### config.mk
export PLATFORM = sky130hd
export DESIGN_NAME = fifo_nibble_packer_flat
export DESIGN_NICKNAME = d
export VERILOG_FILES = /design/src/rtl/fifo_nibble_packer_if.sv /design/src/rtl/fifo_nibble_packer.sv /design/src/flat_wrapper.sv
export SDC_FILE = /design/constraint.sdc
export NUM_CORES = 1
export LEC_CHECK = 0
export CAP_MARGIN = 15
export CORE_MARGIN = 2
export CORE_UTILIZATION = 44
export CTS_CLUSTER_DIAMETER = 60
export CTS_CLUSTER_SIZE = 40
export DETAILED_ROUTE_END_ITERATION = 6
export PLACE_DENSITY_LB_ADDON = 0.2
export SYNTH_ARGS = -nofsm -noshare
export SYNTH_HDL_FRONTEND = slang
export SYNTH_SLANG_ARGS = --single-unit
### constraint.sdc
create_clock -name clk -period 1.64 [get_ports clk]
set_input_delay 0.246 -clock clk [delete_from_list [all_inputs] [get_ports clk]]
set_output_delay 0.246 -clock clk [all_outputs]
set_load 0.005 [all_outputs]
### src/rtl/fifo_nibble_packer_if.sv
// Purpose: bundles the FIFO read side and the packed-word output side of the nibble packer.
// Ports: master = packer view (drives fifo_rd_en and the output word), slave = environment view.
// Signals: fifo_empty/fifo_rd_data/fifo_rd_en (fall-through FIFO), out_data/out_valid/out_ready/out_partial, words_out.
interface fifo_nibble_packer_if #(
  parameter int NIBBLES = 2
);
  localparam int W = 4 * NIBBLES;

  logic         fifo_empty;
  logic [3:0]   fifo_rd_data;
  logic         fifo_rd_en;
  logic [W-1:0] out_data;
  logic         out_valid;
  logic         out_ready;
  logic         out_partial;
  logic [7:0]   words_out;

  modport master (
    input  fifo_empty, fifo_rd_data, out_ready,
    output fifo_rd_en, out_data, out_valid, out_partial, words_out
  );

  modport slave (
    output fifo_empty, fifo_rd_data, out_ready,
    input  fifo_rd_en, out_data, out_valid, out_partial, words_out
  );
endinterface

### src/rtl/fifo_nibble_packer.sv
// Purpose: pops 4-bit nibbles from a fall-through FIFO and packs NIBBLES of them into one registered word.
// Latency: last nibble popped in cycle t -> out_valid in t+1; one word per NIBBLES cycles when unblocked.
// Backpressure: fifo_rd_en is withheld only for the word-completing pop while the output word is unaccepted.
// Ports: clk, rstN (async active-low), bus (fifo_nibble_packer_if.master).
// Optional: define PACKER_FLUSH_TIMEOUT_EN to flush a zero-padded partial word after TIMEOUT idle cycles.
module fifo_nibble_packer #(
  parameter int NIBBLES   = 2,
  parameter bit LSB_FIRST = 1'b1,
  parameter int TIMEOUT   = 16
) (
  input  logic                   clk,
  input  logic                   rstN,
  fifo_nibble_packer_if.master   bus
);

  localparam int W  = 4 * NIBBLES;
  localparam int CW = (NIBBLES > 1) ? $clog2(NIBBLES) : 1;

  if (NIBBLES < 2 || NIBBLES > 8) begin : g_bad_nibbles
    $error("fifo_nibble_packer: NIBBLES must be 2..8");
  end
  if (TIMEOUT < 1 || TIMEOUT > 255) begin : g_bad_timeout
    $error("fifo_nibble_packer: TIMEOUT must be 1..255");
  end

  typedef enum logic {IDLE, FILL} state_t;

  state_t         state, state_nxt;
  logic [CW-1:0]  nib_cnt;
  logic [W-1:0]   acc;
  logic [W-1:0]   acc_ins;   // accumulator with the current FIFO nibble inserted at its slot
  logic           last;
  logic           stall;
  logic           pop;
  logic           accept;
  logic           flush;

  assign last   = (nib_cnt == CW'(NIBBLES - 1));
  // Only the completing pop needs the output register; earlier pops go into the accumulator.
  assign stall  = last && bus.out_valid && !bus.out_ready;
  assign pop    = !bus.fifo_empty && !stall;
  assign accept = bus.out_valid && bus.out_ready;
  assign bus.fifo_rd_en = pop;

  always_comb begin
    acc_ins = acc;
    for (int i = 0; i < NIBBLES; i++) begin
      if (int'(nib_cnt) == (LSB_FIRST ? i : NIBBLES - 1 - i)) begin
        acc_ins[i*4 +: 4] = bus.fifo_rd_data;
      end
    end
  end

`ifdef PACKER_FLUSH_TIMEOUT_EN
  logic [7:0] idle_cnt;
  logic       out_free;
  logic       partial_q;

  // Output register can take the partial word if empty or being drained this cycle.
  assign out_free = !bus.out_valid || bus.out_ready;
  assign flush    = (state == FILL) && !pop && (idle_cnt >= 8'(TIMEOUT)) && out_free;

  always_ff @(posedge clk or negedge rstN) begin
    if (!rstN) begin
      idle_cnt <= 8'd0;
    end else if (state == IDLE || pop || flush) begin
      idle_cnt <= 8'd0;
    end else if (bus.fifo_empty && idle_cnt < 8'(TIMEOUT)) begin
      idle_cnt <= idle_cnt + 8'd1;   // saturates at TIMEOUT while waiting for the output
    end
  end

  always_ff @(posedge clk or negedge rstN) begin
    if (!rstN) begin
      partial_q <= 1'b0;
    end else if (pop && last) begin
      partial_q <= 1'b0;
    end else if (flush) begin
      partial_q <= 1'b1;
    end else if (accept) begin
      partial_q <= 1'b0;
    end
  end
  assign bus.out_partial = partial_q;
`else
  assign flush           = 1'b0;
  assign bus.out_partial = 1'b0;
`endif

  // FSM: IDLE means an empty accumulator, FILL means a word is partially built.
  always_ff @(posedge clk or negedge rstN) begin
    if (!rstN) begin
      state <= IDLE;
    end else begin
      state <= state_nxt;
    end
  end

  always_comb begin
    state_nxt = state;
    case (state)
      IDLE: if (pop && !last) state_nxt = FILL;
      FILL: if ((pop && last) || flush) state_nxt = IDLE;
      default: state_nxt = IDLE;
    endcase
  end

  // Accumulator and slot counter.
  always_ff @(posedge clk or negedge rstN) begin
    if (!rstN) begin
      nib_cnt <= '0;
      acc     <= '0;
    end else if (pop) begin
      if (last) begin
        nib_cnt <= '0;
        acc     <= '0;
      end else begin
        nib_cnt <= nib_cnt + CW'(1);
        acc     <= acc_ins;
      end
    end else if (flush) begin
      nib_cnt <= '0;
      acc     <= '0;
    end
  end

  // Output register: a new word may load on the same edge the previous one is accepted.
  always_ff @(posedge clk or negedge rstN) begin
    if (!rstN) begin
      bus.out_data  <= '0;
      bus.out_valid <= 1'b0;
    end else if (pop && last) begin
      bus.out_data  <= acc_ins;
      bus.out_valid <= 1'b1;
    end else if (flush) begin
      bus.out_data  <= acc;   // unfilled slots are still zero
      bus.out_valid <= 1'b1;
    end else if (accept) begin
      bus.out_valid <= 1'b0;
    end
  end

  always_ff @(posedge clk or negedge rstN) begin
    if (!rstN) begin
      bus.words_out <= 8'd0;
    end else if (accept) begin
      bus.words_out <= bus.words_out + 8'd1;
    end
  end

endmodule

### src/flat_wrapper.sv
// flat-port wrapper written by rule: the top's interface ports become plain ports
module fifo_nibble_packer_flat 
#(
  parameter int NIBBLES   = 2,
  parameter bit LSB_FIRST = 1'b1,
  parameter int TIMEOUT   = 16
)
  (clk, rstN, bus_fifo_empty, bus_fifo_rd_data, bus_out_ready, bus_fifo_rd_en, bus_out_data, bus_out_valid, bus_out_partial, bus_words_out);
  fifo_nibble_packer_if #(.NIBBLES(NIBBLES)) bus_i ();
  input  logic clk;
  input  logic rstN;
  input wire logic [$bits(bus_i.fifo_empty)-1:0] bus_fifo_empty;
  input wire logic [$bits(bus_i.fifo_rd_data)-1:0] bus_fifo_rd_data;
  input wire logic [$bits(bus_i.out_ready)-1:0] bus_out_ready;
  output wire logic [$bits(bus_i.fifo_rd_en)-1:0] bus_fifo_rd_en;
  output wire logic [$bits(bus_i.out_data)-1:0] bus_out_data;
  output wire logic [$bits(bus_i.out_valid)-1:0] bus_out_valid;
  output wire logic [$bits(bus_i.out_partial)-1:0] bus_out_partial;
  output wire logic [$bits(bus_i.words_out)-1:0] bus_words_out;
  assign bus_i.fifo_empty = bus_fifo_empty;
  assign bus_i.fifo_rd_data = bus_fifo_rd_data;
  assign bus_i.out_ready = bus_out_ready;
  assign bus_fifo_rd_en = bus_i.fifo_rd_en;
  assign bus_out_data = bus_i.out_data;
  assign bus_out_valid = bus_i.out_valid;
  assign bus_out_partial = bus_i.out_partial;
  assign bus_words_out = bus_i.words_out;
  fifo_nibble_packer #(.NIBBLES(NIBBLES), .LSB_FIRST(LSB_FIRST), .TIMEOUT(TIMEOUT)) u_core (.clk(clk), .rstN(rstN), .bus(bus_i));
endmodule
==> flow_summary.toml <==
[run_status]
status = "finished clean"

[cells_and_area]
fill_cells = 177
fin_area_um2 = 1230
layout.nets = 108
syn2layout_area_growth_pct = 35.5
drive_gt1_share_pct = 19.6
layout.cells.non_filler = 124
diodes = 0
seq_area_um2 = 551
multi_input_area_um2 = 323

[power]
power.density_nw_per_um2 = 1330
peakVddDrop_v = 0.000834
p_leak_nw = 0.580

[route]
drc = 0
vias = 594
via_per_inst = 4.79
drtPass1Iterations = 2
routedWlPerCell_um = 12.3
routed_wl_mm = 1.52
drtIter0Drc = 2
ant_nets = 0

[clock_tree]
cts_buffers = 3
clock_latency_ns = 0.29
cts_sinks = 22
cts_resized = 1
post-cts-setup-buffer-count = 0
cts_tree = "built"
clock-root-buffer = "clkbuf_4"
holdBufCountCts = 0
cts_buffer_depth = 2
clk_pin_slew_ns = 0.11
htree_levels = 1

[floorplan]
die_w_um = 49.4
die_h_um = 49.4
placementRows = 16
core_area_um2 = 1960
start_util_pct = 46.3
dieArea_um2 = 2440
io_pins = 27

[placement]
dp_slack_ns = -0.131
dpl.cell_count = 121
io_buffers = 25
dpl.hpwl_mm = 1.15
dpl_cell_area_um2 = 1210
gp_congestion = 0.706

[setup_path]
r2r_cells = 4
crit_chain = "nor2b_2, a21o_1, inv_1, dlygate4sd2_1"
rrSetupSlack_ns = 0.17
crit_family = "flip-flops"
crit_cells = 4
rr_endpoint = "u_core.bus.out_data[6]"
cp-start-kind = "flop"
path_buf_inv = 2
worstPathArrival_ns = 1.31
critPathMaxFanout = 3
cpPeakStageDelay_ns = 0.40
worst-endpoint-required_ns = 1.39
r2r_start = "u_core.bus.out_valid"
crit_slowest_cell = "dfrtp_1"
worstSetupEndpoint = "bus_fifo_rd_en"
path_class = "reg -> out"
critical_path.startpoint = "u_core.bus.out_valid"
end_kind = "output port"

[yosys]
syn_nets = 75
ys_async_sr_fraction_pct = 100
synth_edf_count = 0
syn_avg_cell_area_um2 = 13.8
postSynthCellCount = 66
ys_seq_area_share_pct = 60.6
yosysUniqueCellTypes = 23
synth_seq_cells = 22
syn_area_um2 = 908
ys.flop_type = "dfrtp_1"
yosysWarnings = 0

[timing]
setup_viol = 0
post-route-min-period_ns = 1.55
rsz0062_at_grt = "false"
clock_skew_ns = 0.000540
maxSlewViolCount = 0
whs_ns = 0.283
fmax_mhz = 644
final-hold-violation-count = 0
setup_slack_ns = 0.0871
final.period_utilization_pct = 94.7

[global_routing]
antenna_found_initial = 0
grt_pass1_wl_mm = 2.72
overflow = 0
first_global_vias = 608
grt_max_degree = 23
track_usage_pct = 14.7

[run]
cap_violations = 0

[worst_hold_path]
min_path_type = "in -> async"
report_power, final:
| group | total (mW) | internal (mW) | switching, mW | leakage [nW] |
|---|---|---|---|---|
| Combinational | 0.588 | 0.414 | 0.175 | 0.288 |
| Clock | 0.232 | 0.0855 | 0.147 | 0.0138 |
| Sequential | 0.813 | 0.696 | 0.117 | 0.278 |
| Total | 1.63 | 1.19 | 0.439 | 0.580 |
Yosys cell counts (all sizes together) (2+ instances only):
master / n / area, µm²
a22o: 4 / 35.0
buf: 3 / 30.0
dfrtp: 22 / 551
inv: 2 / 7.51
mux2: 9 / 116
nand2: 5 / 18.8
nor2: 2 / 7.51
xnor2: 5 / 43.8
xor2: 2 / 17.5
layout make-up:
cell class	instances	share of cell area, %
well taps	27	2.74
repair buffers	31	23.9
inverters	2	0.610
clock buffers	3	1.83
multi-input cells	39	26.2
flip-flops and latches	22	44.7
worst min-delay path by stage:
stage,start,endpoint,cells past startpoint
2_1_floorplan,rstN,u_core.acc[0],0
4_1_cts,rstN,u_core.bus.words_out[7],2
3_3_place_gp,u_core.bus.words_out[7],u_core.bus.words_out[7],1
6_report,rstN,u_core.bus.words_out[4],2
3_5_place_dp,u_core.bus.words_out[7],u_core.bus.words_out[7],1
5_1_grt,rstN,u_core.bus.words_out[6],2
cell usage in the layout (no fill, tap or decap):
cell	Yosys	layout
mux2_4	4	4
nand3_1	1	1
nor2b_2	0	1
clkbuf_4	0	3
nand2_1	5	5
dfrtp_1	22	22
ha_1	1	1
and3_1	1	1
a21boi_0	1	1
or3_1	1	1
mux2_2	5	5
dlygate4sd2_1	0	1
nand2b_1	1	1
buf_4	1	6
xnor2_1	5	5
a22o_1	4	4
conb_1	1	1
a21o_1	1	1
nand4_1	1	1
clkdlybuf4s50_1	0	24
nor3_1	1	1
inv_1	2	2
xor2_1	2	2
nor2_1	2	2
and4_1	1	1
flip-flops by register name, indices dropped and copies added, names as in the netlist:
signal / flops
u_core.acc: 4
u_core.bus.words_out: 8
u_core.last: 1
u_core.bus.out_data: 8
u_core.bus.out_valid: 1
metrics by stage:
stage               TNS [ns]  util, %  power (mW)
global route               0     62.8        1.74
finish                     0     62.8        1.63
global placement      -0.608     61.5        1.41
CTS                        0     62.6        1.65
floorplan                  0        -        1.07
detailed placement    -0.625     61.5        1.42
cell families (layout without fill, tap and decap cells):
group	after synthesis	in the layout	synth area share (%)
muxes	9	9	12.8
AOI/OAI and AO/OA	6	6	5.51
other	1	1	0.413
and+or+nand+nor	15	15	8.40
buffers and inverters	5	36	4.13
DFF	22	22	60.6
xor gates and xnor gates	7	7	6.75
adders and majority gates	1	1	1.38
worst register-to-register path, delay by kind of cell (launching register included):
kind                   cells  cell delay (ns)
AND/OR/NAND/NOR            2             0.49
flip-flops                 1             0.40
multiplexers               1             0.30
buffers and inverters      1             0.18
metal layers:
layer | GRT usage (%) | wire [µm] | part of all wire (%)
met1 | 19.4 | 724 | 48
met5 | 0 | 0 | 0
met2 | 21.8 | 697 | 46
met4 | 8.33 | 15 | 0.98
met3 | 3.68 | 86 | 5.6
Power figures use the tool's default switching activity.
